$ cat config.mk
export PLATFORM = sky130hd
export DESIGN_NAME = mem_arbiter_flat
export DESIGN_NICKNAME = d
export VERILOG_FILES = /design/src/rtl/mem_arbiter_pkg.sv /design/src/rtl/mem_arbiter_if.sv /design/src/rtl/mem_arbiter_watchdog.sv /design/src/rtl/mem_arbiter.sv /design/src/flat_wrapper.sv
export SDC_FILE = /design/constraint.sdc
export NUM_CORES = 1
export LEC_CHECK = 0
export CAP_MARGIN = 20
export CORE_AREA = 2 2 200 202
export CTS_BUF_LIST = sky130_fd_sc_hd__clkbuf_2
export DETAILED_ROUTE_END_ITERATION = 8
export DIE_AREA = 0 0 202 204
export GPL_TIMING_DRIVEN = 1
export PLACE_DENSITY = 0.57
export SLEW_MARGIN = 5
export SYNTH_ARGS = -nofsm -noshare
export SYNTH_HDL_FRONTEND = slang
export SYNTH_SLANG_ARGS = --single-unit
$ cat constraint.sdc
create_clock -name clk -period 2.3 [get_ports clk]
set_clock_uncertainty 0.2 [all_clocks]
set_input_delay 0.345 -clock clk [delete_from_list [all_inputs] [get_ports clk]]
set_output_delay 0.345 -clock clk [all_outputs]
set_load 0.1 [all_outputs]
$ cat src/rtl/mem_arbiter_pkg.sv
// Shared types for the fetch/data memory-port arbiter: bus request/response
// structs, transfer size encoding and the arbiter state enum.
package mem_arbiter_pkg;

    typedef logic [63:0] addr_t;
    typedef logic [63:0] word_t;
    typedef logic [7:0]  strobe_t;

    typedef enum logic [2:0] {
        MSIZE1 = 3'd0,
        MSIZE2 = 3'd1,
        MSIZE4 = 3'd2,
        MSIZE8 = 3'd3
    } msize_t;

    typedef struct packed {
        logic  valid;
        addr_t addr;
    } ibus_req_t;

    typedef struct packed {
        logic        addr_ok;
        logic        data_ok;
        logic [31:0] data;
    } ibus_resp_t;

    typedef struct packed {
        logic    valid;
        addr_t   addr;
        msize_t  size;
        strobe_t strobe;
        word_t   data;
    } dbus_req_t;

    typedef struct packed {
        logic  addr_ok;
        logic  data_ok;
        word_t data;
    } dbus_resp_t;

    typedef struct packed {
        logic    valid;
        addr_t   addr;
        msize_t  size;
        strobe_t strobe;
        word_t   data;
    } mbus_req_t;

    typedef enum logic [1:0] {
        IDLE   = 2'd0,
        BUSY_I = 2'd1,
        BUSY_D = 2'd2
    } arb_state_t;

    // A fetch returns one 32-bit instruction word out of the 64-bit memory beat.
    function automatic logic [31:0] ibus_lane(input addr_t addr, input word_t data);
        return addr[2] ? data[63:32] : data[31:0];
    endfunction

endpackage

$ cat src/rtl/mem_arbiter_if.sv
// Bundle of the core-side (ibus/dbus) and memory-side signals of the arbiter.
interface mem_arbiter_if;
    import mem_arbiter_pkg::*;

    ibus_req_t  ireq;
    ibus_resp_t iresp;
    dbus_req_t  dreq;
    dbus_resp_t dresp;

    logic    mreq_valid;
    addr_t   mreq_addr;
    msize_t  mreq_size;
    strobe_t mreq_strobe;
    word_t   mreq_data;
    logic    mresp_data_ok;
    word_t   mresp_data;

    modport master (
        output ireq, dreq, mresp_data_ok, mresp_data,
        input  iresp, dresp, mreq_valid, mreq_addr, mreq_size, mreq_strobe, mreq_data
    );

    modport slave (
        input  ireq, dreq, mresp_data_ok, mresp_data,
        output iresp, dresp, mreq_valid, mreq_addr, mreq_size, mreq_strobe, mreq_data
    );

endinterface

$ cat src/rtl/mem_arbiter_watchdog.sv
// Saturating busy-cycle counter with a sticky flag for a memory transaction
// that never completes. TIMEOUT_CYCLES = 0 disables the flag.
module arb_watchdog #(
    parameter int TIMEOUT_CYCLES = 1024
) (
    input  logic clk,
    input  logic reset,
    input  logic busy,
    input  logic done,
    output logic err
);

    localparam bit          ENABLE = (TIMEOUT_CYCLES > 0);
    localparam int unsigned CW     = ENABLE ? $clog2(TIMEOUT_CYCLES + 1) : 1;
    localparam logic [CW-1:0] LIMIT   = CW'(ENABLE ? TIMEOUT_CYCLES - 1 : 0);
    localparam logic [CW-1:0] CNT_MAX = {CW{1'b1}};

    logic [CW-1:0] cnt_q, cnt_d;
    logic          err_q, err_d;

    // NOTE: every output of a combinational block gets a default first, so no path leaves it unassigned and no latch is inferred.
    always_comb begin
        cnt_d = cnt_q;
        err_d = err_q;
        if (!busy) begin
            cnt_d = '0;
        end else if (!done && cnt_q != CNT_MAX) begin
            cnt_d = cnt_q + 1'b1;
        end
        if (ENABLE && busy && !done && cnt_q == LIMIT) begin
            err_d = 1'b1;
        end
    end

    // NOTE: registers use non-blocking assignments so all flops update together from pre-edge values.
    always_ff @(posedge clk or negedge reset) begin
        if (!reset) begin
            cnt_q <= '0;
            err_q <= 1'b0;
        end else begin
            cnt_q <= cnt_d;
            err_q <= err_d;
        end
    end

    assign err = err_q;

endmodule

$ cat src/rtl/mem_arbiter.sv
// Shares one memory port between the fetch bus and the data bus: one outstanding
// transaction, fixed priority, registered downstream request, combinational response.
module mem_arbiter
    import mem_arbiter_pkg::*;
#(
    parameter int TIMEOUT_CYCLES = 1024,
    parameter bit DPRIO          = 1'b1
) (
    input  logic          clk,
    input  logic          reset,
    mem_arbiter_if.slave  bus,
    output logic          grant_d,
    output logic          err_timeout
);

    arb_state_t state_q, state_d;
    mbus_req_t  mreq_q, mreq_d;
    logic       grant_d_q, grant_d_d;
    logic       dbus_wins;
    ibus_resp_t iresp_c;
    dbus_resp_t dresp_c;

    assign dbus_wins = bus.dreq.valid && (DPRIO || !bus.ireq.valid);

    always_comb begin
        state_d   = state_q;
        mreq_d    = mreq_q;
        grant_d_d = grant_d_q;
        case (state_q)
            IDLE: begin
                if (dbus_wins) begin
                    state_d   = BUSY_D;
                    grant_d_d = 1'b1;
                    mreq_d    = '{valid:  1'b1,
                                  addr:   bus.dreq.addr,
                                  size:   bus.dreq.size,
                                  strobe: bus.dreq.strobe,
                                  data:   bus.dreq.data};
                end else if (bus.ireq.valid) begin
                    state_d = BUSY_I;
                    mreq_d  = '{valid:  1'b1,
                                addr:   bus.ireq.addr,
                                size:   MSIZE4,
                                strobe: '0,
                                data:   '0};
                end
            end
            BUSY_I, BUSY_D: begin
                // Completion always returns through IDLE, giving one bubble cycle.
                if (bus.mresp_data_ok) begin
                    state_d      = IDLE;
                    mreq_d.valid = 1'b0;
                    grant_d_d    = 1'b0;
                end
            end
            default: begin
                state_d   = IDLE;
                mreq_d    = '0;
                grant_d_d = 1'b0;
            end
        endcase
    end

    always_ff @(posedge clk or negedge reset) begin
        if (!reset) begin
            state_q   <= IDLE;
            mreq_q    <= '0;
            grant_d_q <= 1'b0;
        end else begin
            state_q   <= state_d;
            mreq_q    <= mreq_d;
            grant_d_q <= grant_d_d;
        end
    end

    // A requester that dropped valid mid-transaction has its response gated off.
    always_comb begin
        iresp_c = '0;
        dresp_c = '0;
        case (state_q)
            BUSY_I: begin
                iresp_c.data_ok = bus.mresp_data_ok && bus.ireq.valid;
                iresp_c.addr_ok = bus.mresp_data_ok && bus.ireq.valid;
                iresp_c.data    = ibus_lane(mreq_q.addr, bus.mresp_data);
            end
            BUSY_D: begin
                dresp_c.data_ok = bus.mresp_data_ok && bus.dreq.valid;
                dresp_c.addr_ok = bus.mresp_data_ok && bus.dreq.valid;
                dresp_c.data    = bus.mresp_data;
            end
            default: ;
        endcase
    end

    assign bus.iresp       = iresp_c;
    assign bus.dresp       = dresp_c;
    assign bus.mreq_valid  = mreq_q.valid;
    assign bus.mreq_addr   = mreq_q.addr;
    assign bus.mreq_size   = mreq_q.size;
    assign bus.mreq_strobe = mreq_q.strobe;
    assign bus.mreq_data   = mreq_q.data;
    assign grant_d         = grant_d_q;

    arb_watchdog #(
        .TIMEOUT_CYCLES (TIMEOUT_CYCLES)
    ) u_watchdog (
        .clk   (clk),
        .reset (reset),
        .busy  (state_q != IDLE),
        .done  (bus.mresp_data_ok),
        .err   (err_timeout)
    );

endmodule
$ cat src/flat_wrapper.sv
// flat-port wrapper written by rule: the top's interface ports become plain ports
module mem_arbiter_flat import mem_arbiter_pkg::*;
#(
    parameter int TIMEOUT_CYCLES = 1024,
    parameter bit DPRIO          = 1'b1
)
  (clk, reset, grant_d, err_timeout, bus_ireq, bus_dreq, bus_mresp_data_ok, bus_mresp_data, bus_iresp, bus_dresp, bus_mreq_valid, bus_mreq_addr, bus_mreq_size, bus_mreq_strobe, bus_mreq_data);
  mem_arbiter_if bus_i ();
  input  logic clk;
  input  logic reset;
  output logic grant_d;
  output logic err_timeout;
  input wire logic [$bits(bus_i.ireq)-1:0] bus_ireq;
  input wire logic [$bits(bus_i.dreq)-1:0] bus_dreq;
  input wire logic [$bits(bus_i.mresp_data_ok)-1:0] bus_mresp_data_ok;
  input wire logic [$bits(bus_i.mresp_data)-1:0] bus_mresp_data;
  output wire logic [$bits(bus_i.iresp)-1:0] bus_iresp;
  output wire logic [$bits(bus_i.dresp)-1:0] bus_dresp;
  output wire logic [$bits(bus_i.mreq_valid)-1:0] bus_mreq_valid;
  output wire logic [$bits(bus_i.mreq_addr)-1:0] bus_mreq_addr;
  output wire logic [$bits(bus_i.mreq_size)-1:0] bus_mreq_size;
  output wire logic [$bits(bus_i.mreq_strobe)-1:0] bus_mreq_strobe;
  output wire logic [$bits(bus_i.mreq_data)-1:0] bus_mreq_data;
  assign bus_i.ireq = bus_ireq;
  assign bus_i.dreq = bus_dreq;
  assign bus_i.mresp_data_ok = bus_mresp_data_ok;
  assign bus_i.mresp_data = bus_mresp_data;
  assign bus_iresp = bus_i.iresp;
  assign bus_dresp = bus_i.dresp;
  assign bus_mreq_valid = bus_i.mreq_valid;
  assign bus_mreq_addr = bus_i.mreq_addr;
  assign bus_mreq_size = bus_i.mreq_size;
  assign bus_mreq_strobe = bus_i.mreq_strobe;
  assign bus_mreq_data = bus_i.mreq_data;
  mem_arbiter #(.TIMEOUT_CYCLES(TIMEOUT_CYCLES), .DPRIO(DPRIO)) u_core (.clk(clk), .reset(reset), .bus(bus_i), .grant_d(grant_d), .err_timeout(err_timeout));
endmodule
# After elaboration in Yosys (flattened, before gate mapping)
# Index checks and enable logic that the tools add are counted.
[word_totals] output_inout_bits=242 inputBits=272 reg_bits=155 elab_cells=47
[classes] reduce_logical=12 n_mux=16 bitwise=1 eq_ne=8 add_sub_neg=1
[op_table] cell="$mux 140" n=2
[op_table] cell="$pmux 139 s2" n=1
[op_table] cell="$mux 66" n=1
[op_table] cell="$mux 34" n=1
[op_table] cell="$mux 32" n=1
[op_table] cell="$mux 11" n=2
[op_table] cell="$add 11x1->11 const B" n=1
[op_table] cell="$eq 11x10->1 const B" n=1
[op_table] cell="$ne 11x11->1 const B" n=1
[op_table] cell="$mux 2" n=3
[op_table] cell="$reduce_and 2->1" n=3
[op_table] cell="$logic_and 1x1->1" n=5
[op_table] cell="$ne 2x2->1 const B" n=2
[op_table] cell="$pmux 1 s2" n=2
[op_table] cell="$pmux 2 s2" n=1
[op_table] cell="$ne 3x3->1 const B" n=1
[op_table] cell="$eq 2x1->1 const B" n=1
[op_table] cell="$eq 2x2->1 const B" n=1
[op_table] cell="$logic_not 2->1" n=1
[op_table] cell="$mux 1" n=2
[op_table] cell="$ne 2x1->1 const B" n=1
[op_table] cell="$reduce_bool 2->1" n=1
[op_table] cell="$reduce_or 2->1" n=1
[op_table] cell="$logic_not 1->1" n=1
[op_table] cell="$not 1->1" n=1

# Longest topological paths before layout
[depth] ltp_word=4 mapped_depth=8 mapped_depth_nobuf=6

# By module
# Synthesis repeated with hierarchy kept, for this count alone.
[hier_totals] hier_cells=879 area_unflattened_um2=8619.5
[by_module_without_submodules] mod="mem_arbiter" area_per_inst_um2=7936.4 cells_each=813 instances=1 seq_area_each_um2=3578.4
[by_module_without_submodules] mod="arb_watchdog" area_per_inst_um2=683.2 cells_each=66 instances=1 seq_area_each_um2=300.3

# Worst setup path before layout
# No wires, ideal clock.
[synth_path] path_type="register to output" startpoint="register u_core.mreq_q (netlist bit u_core.bus.mreq_addr[2])" endpoint="output bus_iresp[10]" stages_incl_launch_ff=5 t_required_ns=1.755 n_path_buf=2 setup_slack_ns=-1.172 arrival_ns=2.927 path_cell_list="dfrtp_1 > buf_2 > buf_2 > mux2i_1 > nor2b_1"
[synth_via] elab_chain_cells=2
[synth_rtl] element="start, declared" line="mem_arbiter.sv:17" text="mbus_req_t mreq_q, mreq_d;"
[synth_rtl] element="start signal, assigned" line="mem_arbiter.sv:71" text="mreq_q <= mreq_d;"
[synth_rtl] element="$mux 32" line="mem_arbiter_pkg.sv:57" text="return addr[2] ? data[63:32] : data[31:0];"
[synth_rtl] element="$mux 34" line="mem_arbiter.sv:80" text="case (state_q)"
[synth_rtl] element="end, declared" line="flat_wrapper.sv:17" text="output wire logic [$bits(bus_i.iresp)-1:0] bus_iresp;"
# Every way passes these cells.

# Worst setup path after layout
[layout_path] startpoint="register u_core.state_q[0]" endpoint="output bus_dresp[62]"
[layout_via] elab_chain_cells=2
[layout_rtl] element="start, declared" line="mem_arbiter.sv:16" text="arb_state_t state_q, state_d;"
[layout_rtl] element="start signal, assigned" line="mem_arbiter.sv:70" text="state_q <= state_d;"
[layout_rtl] element="$eq 2x2->1" line="mem_arbiter.sv:80"
[layout_rtl] element="$mux 66" line="mem_arbiter.sv:80"
[layout_rtl] element="end, declared" line="flat_wrapper.sv:18" text="output wire logic [$bits(bus_i.dresp)-1:0] bus_dresp;"
# Every way passes these cells.

==> flow_metrics.py <==
metrics = {
    "sta": {
        "setup_viol": 100,
        "setup-tns-final_ps": -36390,
        "fin_crit_sh_pct": 117,
        "max_clock_freq_mhz": 370,
        "hold_violations": 0,
        "rsz0062_at_grt": "true",
        "tightest_slew_ps": 567,
        "timing.final.ws_setup_ps": -399,
        "drv_slew": 0,
        "fin_crit_ps": 2700,
        "slew_headroom_pct": 62.2,
    },
    "routing": {
        "drt_iter0_markers": 344,
        "totalWireLength_mm": 36.8,
        "firstDrtPassIters": 5,
        "num_vias": 9201,
        "drc": 0,
        "post_drt_wl_per_cell_um": 17.3,
        "via_per_inst": 4.31,
        "antenna_left": 0,
    },
    "clock_network": {
        "clockBufferDepth": 2,
        "cts_sinks": 155,
        "path_clk_slew_ps": 240,
        "h-tree-depth": 4,
        "cts_made_buffers": 17,
        "cts_tree": "yes",
        "clock_latency_ps": 810,
        "clockRootBuffer": "clkbuf_2",
    },
    "grt": {
        "track_usage_pct": 17.6,
        "grt_pass1_wl_mm": 55.6,
        "antenna_found_initial": 5,
        "gr-total-overflow": 0,
        "grt_max_degree": 82,
        "grt_pass1_vias": 9630,
    },
    "critical_path": {
        "reg2reg_from": "u_core.state_q[1]",
        "worstRegToRegCells": 8,
        "reg2reg_to": "u_core.bus.mreq_data[1]",
        "end_kind": "primary output",
        "start_kind": "flop",
        "cp.arrival_ps": 2150,
        "cp-endpoint": "bus_dresp[62]",
        "rrSetupSlack_ps": 180,
        "crit_start": "u_core.state_q[0]",
        "critPathMaxFanout": 32,
        "cp.required_ps": 1750,
        "critPathKind": "reg -> out",
    },
    "floorplan": {
        "die_height_um": 204,
        "initial_core_util_pct": 20.8,
        "io_pins": 514,
        "die-area_um2": 41200,
        "core_um2": 39200,
        "die_w_um": 202,
        "rows": 73,
    },
    "outcome": {
        "status": "finished with violations",
        "violations": "setup timing",
    },
    "synthesis": {
        "synth_edf_count": 0,
        "synth_flop_cell": "dfrtp_1",
        "syn_nets": 1190,
        "synth_async_sr_flop_share_pct": 100,
        "netlist_area_um2": 8130,
        "synth_area_per_cell_um2": 8.90,
        "ys_warn_count": 0,
        "synth_seq_area_share_pct": 47.7,
        "synth_area_leader_cell": "dfrtp_1",
        "ys_top_cells_by_count": "nand2_1 (282), dfrtp_1 (155), nand3_1 (140)",
        "netlist_top_cells_area": "dfrtp_1 (48%), nand2_1 (13%), mux2_2 (8.9%)",
        "yosysTopAreaCellShare_pct": 47.7,
        "synth.most_common_cell": "nand2_1",
        "syn_inst": 914,
        "ys_ff_latch": 155,
        "ys_types": 42,
    },
    "place": {
        "place.detailed.hpwl_mm": 26.5,
        "dp_cells": 1909,
        "place_congestion": 0.869,
        "numPortBuffers": 513,
    },
    "power_and_ir_drop": {
        "finalPower_mw": 23.9,
        "p_leak_nw": 7.98,
        "p_per_area_nw_per_um2": 1380,
        "vdd_drop_max_v": 0.00107,
    },
    "min_path": {
        "min_from": "bus_ireq[6]",
        "hold_path_class": "in -> reg",
    },
    "layout": {
        "nNetsFinal": 1871,
        "drive_above_1_share_pct": 31.1,
        "fin_cells": 2133,
        "area_growth_pct": 113,
        "num-fill-cells": 3701,
    },
    "run": {
        "drv_cap": 0,
    },
}
==> metrics by stage <==
stage	hold slack, ps	setup slack [ps]	util [%]	area [um2]
2_1_floorplan	-151	1.73	-	8430
3_3_place_gp	124	193	38.1	14900
3_5_place_dp	128	183	38.1	14900
4_1_cts	0.716	-524	44.1	17300
5_1_grt	7.33	-579	44.3	17400
6_report	107	-399	44.3	17400
==> report_power, final <==
part	internal [mW]	leakage [nW]	total, mW	switching, mW
sequential	3.55	2.04	4.03	0.475
clock	0.607	0.150	1.64	1.04
combinational	5.38	5.78	18.2	12.9
total	9.54	7.98	23.9	14.4
==> state kept, by name (all words and copies together), names as in the netlist <==
register,cells
u_core.bus.mreq_addr,64
u_core.grant_d,1
u_core.bus.mreq_size,3
u_core.u_watchdog.cnt_q,11
u_core.bus.mreq_valid,1
u_core.u_watchdog.err,1
u_core.bus.mreq_strobe,8
u_core.state_q,2
u_core.bus.mreq_data,64
==> worst max-delay path, cell delays in order, from the launching register on <==
cell and delay [ps]:
dfrtp_1 460, inv_2 100, ha_4 210, buf_12 190, and2_1 200, buf_12 190
==> cells by family after synthesis <==
| family | share of synthesized area [%] |
|---|---|
| adder cells (fa/ha/maj) | 0.615 |
| flip-flops | 47.7 |
| AO/OA/AOI/OAI | 2.25 |
| buffers and inverters | 4.97 |
| AND/OR/NAND/NOR | 31.5 |
| XOR/XNOR | 0.215 |
| multiplexers | 12.8 |
==> repair_timing <==
action | 4_1_cts | 5_1_grt
hold endpoints to repair | 291 | 0
resized for setup | 69 | 8
setup buffers | 4 | 1
pin swaps | 10 | 6
hold buffers | 184 | 0
endpoints found under the setup margin | 101 | 101
gates cloned | 2 | 1
==> cells in the final DEF, fill, tap and decap left out, types with 2 or more instances in the layout <==
cell / netlist / routed
dlygate4sd3_1: 0 / 183
diode_2: 0 / 2
mux2i_1: 32 / 9
clkinv_2: 0 / 3
inv_2: 0 / 2
clkbuf_2: 0 / 19
and3_1: 4 / 2
mux2_2: 64 / 64
nor2_1: 11 / 11
nor2b_4: 0 / 32
bufinv_16: 0 / 3
nand2b_1: 4 / 4
and3_4: 0 / 2
o21ai_0: 4 / 4
a211oi_1: 2 / 2
and2_1: 67 / 13
a21oi_1: 11 / 11
clkdlybuf4s50_1: 0 / 269
buf_4: 16 / 156
a311oi_1: 2 / 2
dfrtp_1: 155 / 154
buf_12: 0 / 116
a31oi_1: 3 / 3
buf_16: 0 / 3
and2_2: 1 / 19
ha_4: 0 / 2
clkinv_4: 0 / 3
nand3_1: 140 / 140
buf_6: 2 / 6
inv_1: 5 / 3
nand2_1: 282 / 282
mux2i_4: 0 / 2
and2_4: 1 / 37
mux2i_2: 0 / 21
==> area by class of cell <==
class                      instances  area, um2  share of cell area (%)
timing repair buffer             734       8190                    47.2
multi-input combinational        682       4360                    25.1
sequential                       155       3880                    22.4
tap                              525        657                    3.78
clock inverter                    11        148                   0.851
clock buffer                      19       95.1                   0.548
inverter                           5       18.8                   0.108
antenna                            2       5.00                  0.0288
==> worst min-delay path by stage <==
stage                                          end  slack [ps]  cells past startpoint
after floorplan            u_core.bus.mreq_addr[0]        -150                      0
after global placement    u_core.bus.mreq_data[31]         120                      1
after global routing      u_core.bus.mreq_addr[26]           7                      4
after CTS                 u_core.bus.mreq_addr[22]         0.7                      4
final                      u_core.bus.mreq_addr[6]         110                      4
after detailed placement  u_core.bus.mreq_data[27]         130                      1
==> layer usage <==
layer | share of wire [%] | vias to the layer above | GRT usage (%) | wire length (um)
met2 | 53 | 428 | 32.6 | 19400
met1 | 37 | 4354 | 19.0 | 13500
li1 | - | 4350 | - | -
met5 | 0 | - | 0 | 0
met4 | 4.0 | 0 | 7.51 | 1470
met3 | 6.5 | 69 | 4.43 | 2390
(Power assumes the default switching activity.)
